`src/rtl/cdb_arbiter.sv`:
```
// cdb_arbiter: oldest-first selection of one execute-unit result per cycle.
// The winner receives a combinational canGo and its result is captured into
// a single registered common-data-bus slot read by the ROB and the
// reservation stations. Age is the ROB distance from the head pointer, so a
// waiting result only gets older as the head advances and cannot starve.
module cdb_arbiter #(
  parameter int NUM_UNITS  = 4,
  parameter int UNITLOG    = $clog2(NUM_UNITS),
  parameter int ROBsize    = 16,
  parameter int ROBsizeLog = $clog2(ROBsize + 1)
) (
  input  logic                             clk_i,
  input  logic                             reset_i,
  input  logic [NUM_UNITS-1:0]             unitValid_i,
  input  logic [NUM_UNITS*ROBsizeLog-1:0]  unitTag_i,
  input  logic [NUM_UNITS*64-1:0]          unitVal_i,
  input  logic [NUM_UNITS*4-1:0]           unitFlags_i,
  input  logic [ROBsizeLog-1:0]            robHead_i,
  input  logic                             cdbStall_i,
  input  logic                             flush_i,
  output logic [NUM_UNITS-1:0]             canGo_o,
  output logic                             cdbValid_o,
  output logic [ROBsizeLog-1:0]            cdbTag_o,
  output logic [63:0]                      cdbVal_o,
  output logic [3:0]                       cdbFlags_o,
  output logic [UNITLOG-1:0]               cdbUnit_o
);

  // One extra bit so that tag + ROBsize - head cannot overflow.
  localparam int                AGE_W    = ROBsizeLog + 1;
  localparam logic [AGE_W-1:0]  ROB_SPAN = AGE_W'(ROBsize);

  logic [ROBsizeLog-1:0] tag   [NUM_UNITS];
  logic [63:0]           val   [NUM_UNITS];
  logic [3:0]            flags [NUM_UNITS];
  logic [AGE_W-1:0]      age   [NUM_UNITS];

  logic                  any_valid;
  logic [UNITLOG-1:0]    win_idx;
  logic [AGE_W-1:0]      win_age;
  logic                  grant_en;

  // Unpack the per-unit buses and compute each unit's age relative to the ROB head.
  always_comb begin
    for (int i = 0; i < NUM_UNITS; i++) begin
      tag[i]   = unitTag_i[i*ROBsizeLog +: ROBsizeLog];
      val[i]   = unitVal_i[i*64 +: 64];
      flags[i] = unitFlags_i[i*4 +: 4];
      if (tag[i] >= robHead_i) begin
        age[i] = {1'b0, tag[i]} - {1'b0, robHead_i};
      end else begin
        age[i] = {1'b0, tag[i]} + ROB_SPAN - {1'b0, robHead_i};
      end
    end
  end

  // Find the valid unit with the smallest age; strict '<' keeps the lowest index on ties.
  always_comb begin
    // NOTE: every variable gets a default before the loop, so no path leaves it unassigned and no latch is inferred.
    any_valid = 1'b0;
    win_idx   = '0;
    win_age   = '1;
    for (int i = 0; i < NUM_UNITS; i++) begin
      if (unitValid_i[i] && (!any_valid || (age[i] < win_age))) begin
        any_valid = 1'b1;
        win_age   = age[i];
        win_idx   = UNITLOG'(i);
      end
    end
  end

  assign grant_en = ~cdbStall_i & ~flush_i & ~reset_i & any_valid;

  // Drive the one-hot grant back to the winning unit.
  always_comb begin
    canGo_o = '0;
    if (grant_en) begin
      canGo_o[win_idx] = 1'b1;
    end
  end

  // CDB slot: reset/flush clear it, stall holds it, a grant loads the winner.
  always_ff @(posedge clk_i) begin
    // NOTE: sequential state uses non-blocking assignments so every register samples pre-edge values.
    if (reset_i || flush_i) begin
      // NOTE: the data fields are cleared too because consumers see a defined all-zero word after reset or flush.
      cdbValid_o <= 1'b0;
      cdbTag_o   <= '0;
      cdbVal_o   <= '0;
      cdbFlags_o <= '0;
      cdbUnit_o  <= '0;
    end else if (cdbStall_i) begin
      cdbValid_o <= cdbValid_o;
    end else if (grant_en) begin
      cdbValid_o <= 1'b1;
      cdbTag_o   <= tag[win_idx];
      cdbVal_o   <= val[win_idx];
      cdbFlags_o <= flags[win_idx];
      cdbUnit_o  <= win_idx;
    end else begin
      cdbValid_o <= 1'b0;
    end
  end

endmodule

```
`config.mk`:
```
export PLATFORM = sky130hd
export DESIGN_NAME = cdb_arbiter
export DESIGN_NICKNAME = d
export VERILOG_FILES = /design/src/rtl/cdb_arbiter.sv
export SDC_FILE = /design/constraint.sdc
export NUM_CORES = 1
export LEC_CHECK = 0
export CAP_MARGIN = 20
export CORE_AREA = 4 4 149 151
export DETAILED_ROUTE_END_ITERATION = 12
export DIE_AREA = 0 0 153 155
export GPL_ROUTABILITY_DRIVEN = 0
export PLACE_DENSITY = 0.76
export SYNTH_ARGS = -nofsm -noshare
export SYNTH_HDL_FRONTEND = slang
export SYNTH_SLANG_ARGS = --single-unit
export TNS_END_PERCENT = 50
```
`constraint.sdc`:
```
create_clock -name clk_i -period 15.2 [get_ports clk_i]
set_input_delay 2.28 -clock clk_i [delete_from_list [all_inputs] [get_ports clk_i]]
set_output_delay 2.28 -clock clk_i [all_outputs]
set_load 0.05 [all_outputs]
```
======== Yosys cells after proc, flatten, opt, wreduce, memory -nomap -nowiden ========
Cells that the tools add are included.
word-level totals
  bits in registers ....................... 76
  input port bits ......................... 305
  output and inout bits ................... 80
  logic and storage cells ................. 73
cells by class
  $add $sub $neg .......................... 12
  $lt $le $gt $ge ......................... 10
  mux-type cells .......................... 27
  bitwise operators ....................... 7
  reduce and logical (&&, ||, !) cells .... 12
operators with widths
  cell                                                                          count
  64-bit binary-select mux with 2-bit select                                    1
  64-bit two-way mux                                                            2
  6-bit two-way mux                                                             7
  5-bit by 5-bit adder with 6-bit output, second input constant                 4
  5-bit by 5-bit subtractor with 6-bit output                                   4
  6-bit by 5-bit subtractor with 6-bit output                                   4
  5-bit >= comparator                                                           4
  6-bit less-than comparator                                                    3
  4-bit two-way mux                                                             3
  5-bit binary-select mux with 2-bit select                                     1
  5-bit two-way mux                                                             2
  4-bit binary-select mux with 2-bit select                                     1
  1-bit two-way mux                                                             7
  1-bit logical AND                                                             4
  1-bit logical OR                                                              4
  2-bit two-way mux                                                             2
  1-bit AND                                                                     3
  3-bit >= comparator, second input constant                                    1
  1-bit logical NOT                                                             3
  2-bit by 3-bit less-than comparator with 1-bit output, second input constant  1
  1-bit NOT                                                                     3
  2-bit NOT with 3-bit output                                                   1
  1-bit demux with 2-bit select                                                 1
  2-bit by 1-bit >= comparator with 1-bit output, second input constant         1
  2-bit AND reduction                                                           1

======== Logic depth before layout (Yosys ltp) ========
  depth after elaboration ................. 21
  mapped depth ............................ 40
  depth with buffers taken out ............ 32

======== Worst setup path before layout ========
No wires, ideal clock.
  path type ............................... input-to-output
  start point ............................. in robHead_i[1]
  end point ............................... out canGo_o[0]
  data arrival time ....................... 10627 ps
  required time ........................... 12920 ps
  path slack .............................. 2293 ps
  stages .................................. 37
  buffers on the path ..................... 7
  cell sequence ........................... inv_1 -> ha_1 -> ha_1 -> fa_1 -> a22o_1 -> a21oi_1 -> xnor2_1 -> nand3_1 -> and3_1 -> ha_1 -> nand4_2 -> a2111oi_4 -> or3_1 -> clkbuf_1 -> clkbuf_1 -> clkbuf_1 -> nand4_1 -> o21ai_0 -> ha_1 -> a21oi_1 -> o2111ai_1 -> a21o_1 -> nor3_1 -> or2_2 -> buf_2 -> clkbuf_1 -> nand2_1 -> o21a_1 -> ha_1 -> nand4_1 -> o21bai_1 -> a211o_1 -> nor3_1 -> o31ai_1 -> buf_2 -> buf_2 -> nor4_1
between the ends
  cells in the longest elaborated chain, start to end .. 20
  elaborated cells on any way between the ends .. 43
  those cells by class .................... add/sub: 8; order compare: 9; mux: 16; bitwise: 1; reduce/logical: 9
ends and longest elaborated chain
  item                                                                                                                                           RTL line  RTL
  from (decl)                                                                                                                                    18        input logic [ROBsizeLog-1:0] robHead_i,
  6-bit by 5-bit subtractor with 6-bit output, or another cell as far along                                                                      52        age[i] = {1'b0, tag[i]} + ROB_SPAN - {1'b0, robHead_i};
  6-bit two-way mux                                                                                                                              49        if (tag[i] >= robHead_i) begin
  6-bit two-way mux                                                                                                                              64        if (unitValid_i[i] && (!any_valid || (age[i] < win_age))) begin
  6-bit less-than comparator                                                                                                                     64
  1-bit logical OR                                                                                                                               64
  1-bit logical AND                                                                                                                              64
  6-bit two-way mux or 1-bit two-way mux (tied branches)                                                                                         64
  6-bit less-than comparator or 1-bit logical NOT (tied branches)                                                                                64
  [... 4 more ...]                                                                                                                               n/a
  1-bit logical OR                                                                                                                               64
  1-bit logical AND                                                                                                                              64
  2-bit two-way mux                                                                                                                              64
  2-bit by 3-bit less-than comparator with 1-bit output (implied by the code) or 2-bit by 1-bit >= comparator with 1-bit output (tied branches)  78        canGo_o[win_idx] = 1'b1;
  1-bit logical AND (implied by the code)                                                                                                        78
  1-bit two-way mux (implied by the code)                                                                                                        78
  1-bit demux with 2-bit select                                                                                                                  78
  4-bit two-way mux (*)                                                                                                                          77        if (grant_en) begin
  to (decl)                                                                                                                                      21        output logic [NUM_UNITS-1:0] canGo_o,
Every way passes the cells marked *; elsewhere a longest branch is shown, timed or not.

======== Worst setup path in the final report ========
  start point ............................. in robHead_i[2]
  end point ............................... out canGo_o[2]
The elaborated chain is that of the path after synthesis.

==> metrics.md <==
| Metric | Value |
|---|---|
| Die Height | `roughly 160 um` |
| R2R depth | `2` |
| Count of cell types in the netlist | `55` |
| Global route total overflow | `0` |
| TNS Setup | `0 ns` |
| Final hold violations | `0` |
| Tightest Hold Check Type | `flop to flop` |
| Worst setup margin | `roughly 1.3 ns` |
| H-tree lvl count | `3` |
| Post-route insts no fill | `1576` |
| Detailed Route Iter0 Violations | `634` |
| Final layout net count | `1674` |
| Routed WL | `~33000 um` |
| Clock-pin slew on the worst setup and hold paths | `0.07 ns` |
| Register area share after synthesis | `0.212` |
| Placed Area | `around 11000 um2` |
| Slew Viols, Final | `0` |
| Clock skew | `0 ns` |
| Largest net degree at the start of global routing | `96` |
| Cell mode on critical path | `ha_1` |
| Via Count | `9016` |
| Synth Flop Type | `dfxtp_1` |
| Post-Syn Nets | `1356` |
| Via/cell ratio | `5.72` |
| Post-CTS setup buffer count | `0` |
| CTS tree | `done` |
| DP Cell Count | `1559` |
| Max Buffers Root-to-Sink | `2` |
| Place WS | `1.35 ns` |
| Largest stage delay on the critical path | `0.80 ns` |
| DRT Pass-1 Iters | `7` |
| Critical Path RT | `12.92 ns` |
| RSZ-0062 raised after global routing | `false` |
| Slew HR | `0.251` |
| Core area | `20800 um2` |
| Average size of a mapped cell | `7.34 um2` |
| Cts repair resizes | `0` |
| Die area | `approximately 24000 um2` |
| Hold Path Stages | `2` |
| Final HPWL DP | `between 20000 and 25000 um` |
| R2R Setup Slk | `14.36 ns` |
| Max-Cap Viols | `0` |
| Ys async rst share | `0` |
| Hold_buf cts | `0` |
| Share of cells above drive strength 1 | `0.0346` |
| Cell taking the most area after synthesis | `dfxtp_1` |
| Actual slew at the worst max-slew pin | `1.12 ns` |
| Clk Latency, worst-skew pair | `0.34 ns` |
| WP data arrival | `11.63 ns` |
| Number of synthesized flops with an enable pin | `0` |
| Row Count | `53` |
| Root Driver | `clkbuf_16` |
| Initial Util | `0.344` |
| Synth top area share | `0.212` |
| Count leader, synth | `nand3_1` |
| DRC | `0` |
| Num CTS Buffers | `9` |
| First-pass GRT wire length | `49600 um` |
| Crit end category | `primary output` |
| Top cells by instance count after synthesis | `nand3_1, nand2_1, a21oi_1` |
| WS Path Type | `input port to primary output` |
| Fin crit share | `0.915` |
| Yosys reg bits | `between 70 and 80` |
| Die X | `153 um` |
| Post-route ant nets | `0` |
| Boundary pin count | `385` |
| Routed len/inst | `around 21 um` |
| Post-Syn Area | `7170 um2` |
| Max FO, Critical Path | `55` |
| Number of global-route vias before repair | `8682` |
| Nature of the critical path startpoint | `input port` |
| Initial antenna violation count | `1` |
| PortBufs | `384` |
| Status | `finished, final reports clean` |
| Period minus WS final | `13.91 ns` |
| Area growth syn-to-layout | `58.6%` |
| Largest cells by area after synthesis | `dfxtp_1, nand3_1, ha_1` |
| Synth Warn # | `0` |
| GRT Util Overall | `0.262` |
| Final hold slack | `about 0.46 ns` |
| Peak supply drop | `between 0.1 and 0.15 mV` |
| Crit-path slowest cell | `clkdlybuf4s50_1` |
| Power density over the cells | `around 100 nW/um2` |
| Cell leakage power | `0.00450 uW` |
| Final setup fails | `0` |
| Final Cell Area | `11400 um2` |
| Synthesized instance count | `roughly 1000` |
| Clock Sinks | `76` |
| Fmax achieved | `71.9 MHz` |
==> cell families after synthesis <==
kind of cell | count (synthesis) | synth area share
multiplexers | 8 | 0.0115
XOR/XNOR | 18 | 0.0220
flip-flops | 76 | 0.212
AO/OA/AOI/OAI | 247 | 0.242
adder cells (fa/ha/maj) | 74 | 0.150
buffers and inverters | 145 | 0.0848
AND/OR/NAND/NOR | 409 | 0.277
==> stage by stage <==
step,util,power [uW]
3_5_place_dp,0.532,917
6_report,0.546,1130
3_3_place_gp,0.532,911
5_1_grt,0.546,1200
4_1_cts,0.546,1130
2_1_floorplan,-,684
==> path summary, 6_finish.rpt <==
kind                                   start            to
worst max-delay path            robHead_i[2]    canGo_o[2]
worst max register to register   cdbTag_o[3]   cdbTag_o[3]
worst min-delay path            cdbUnit_o[0]  cdbUnit_o[0]
worst min register to register  cdbUnit_o[0]  cdbUnit_o[0]
==> critical path, delay by kind of cell <==
family	cells	cell delay, ns
AO/OA/AOI/OAI	8	1.92
XOR/XNOR	1	0.14
adder cells (fa/ha/maj)	5	1.91
buffers and inverters	5	2.33
AND/OR/NAND/NOR	11	2.97
==> placed cells by master (no fill, tap or decap), types with 54 or more instances in the layout <==
master | synthesis | routed
clkdlybuf4s50_1 | 0 | 384
nand3_1 | 145 | 145
nand2_1 | 143 | 143
a21oi_1 | 80 | 80
dfxtp_1 | 76 | 76
a32oi_1 | 72 | 72
nand4_1 | 58 | 58
inv_1 | 58 | 58
ha_1 | 54 | 54
==> flip-flops by register name, summed over array words and instances, names as in the netlist <==
name        flops
cdbUnit_o       2
cdbValid_o      1
cdbFlags_o      4
cdbVal_o       64
cdbTag_o        5
==> cell type report <==
class / instances / area, um2
clock buffers: 9 / 225
multi-input cells: 756 / 5080
flip-flops and latches: 76 / 1520
diodes: 1 / 2.50
fillers: 1992 / 9450
well taps: 275 / 344
repair buffers: 394 / 3920
clock inverters: 7 / 56.3
inverters: 58 / 218
==> where the power goes <==
part           total (uW)  internal, uW  leakage (uW)  switching, uW
combinational         674           240       0.00374            434
clock                 211           113      0.000137           98.0
sequential            246           229      0.000619           17.0
total                1130           582       0.00450            549
==> routing by layer <==
metal | up-vias | part of all wire | wire length, um | GRT usage
li1 | 4241 | - | - | -
met1 | 4223 | 0.39 | 13100 | 0.326
met2 | 489 | 0.47 | 15700 | 0.435
met3 | 63 | 0.10 | 3420 | 0.0737
met4 | 0 | 0.031 | 1030 | 0.0929
met5 | - | 0 | 0 | 0
(Power assumes the default switching activity.)
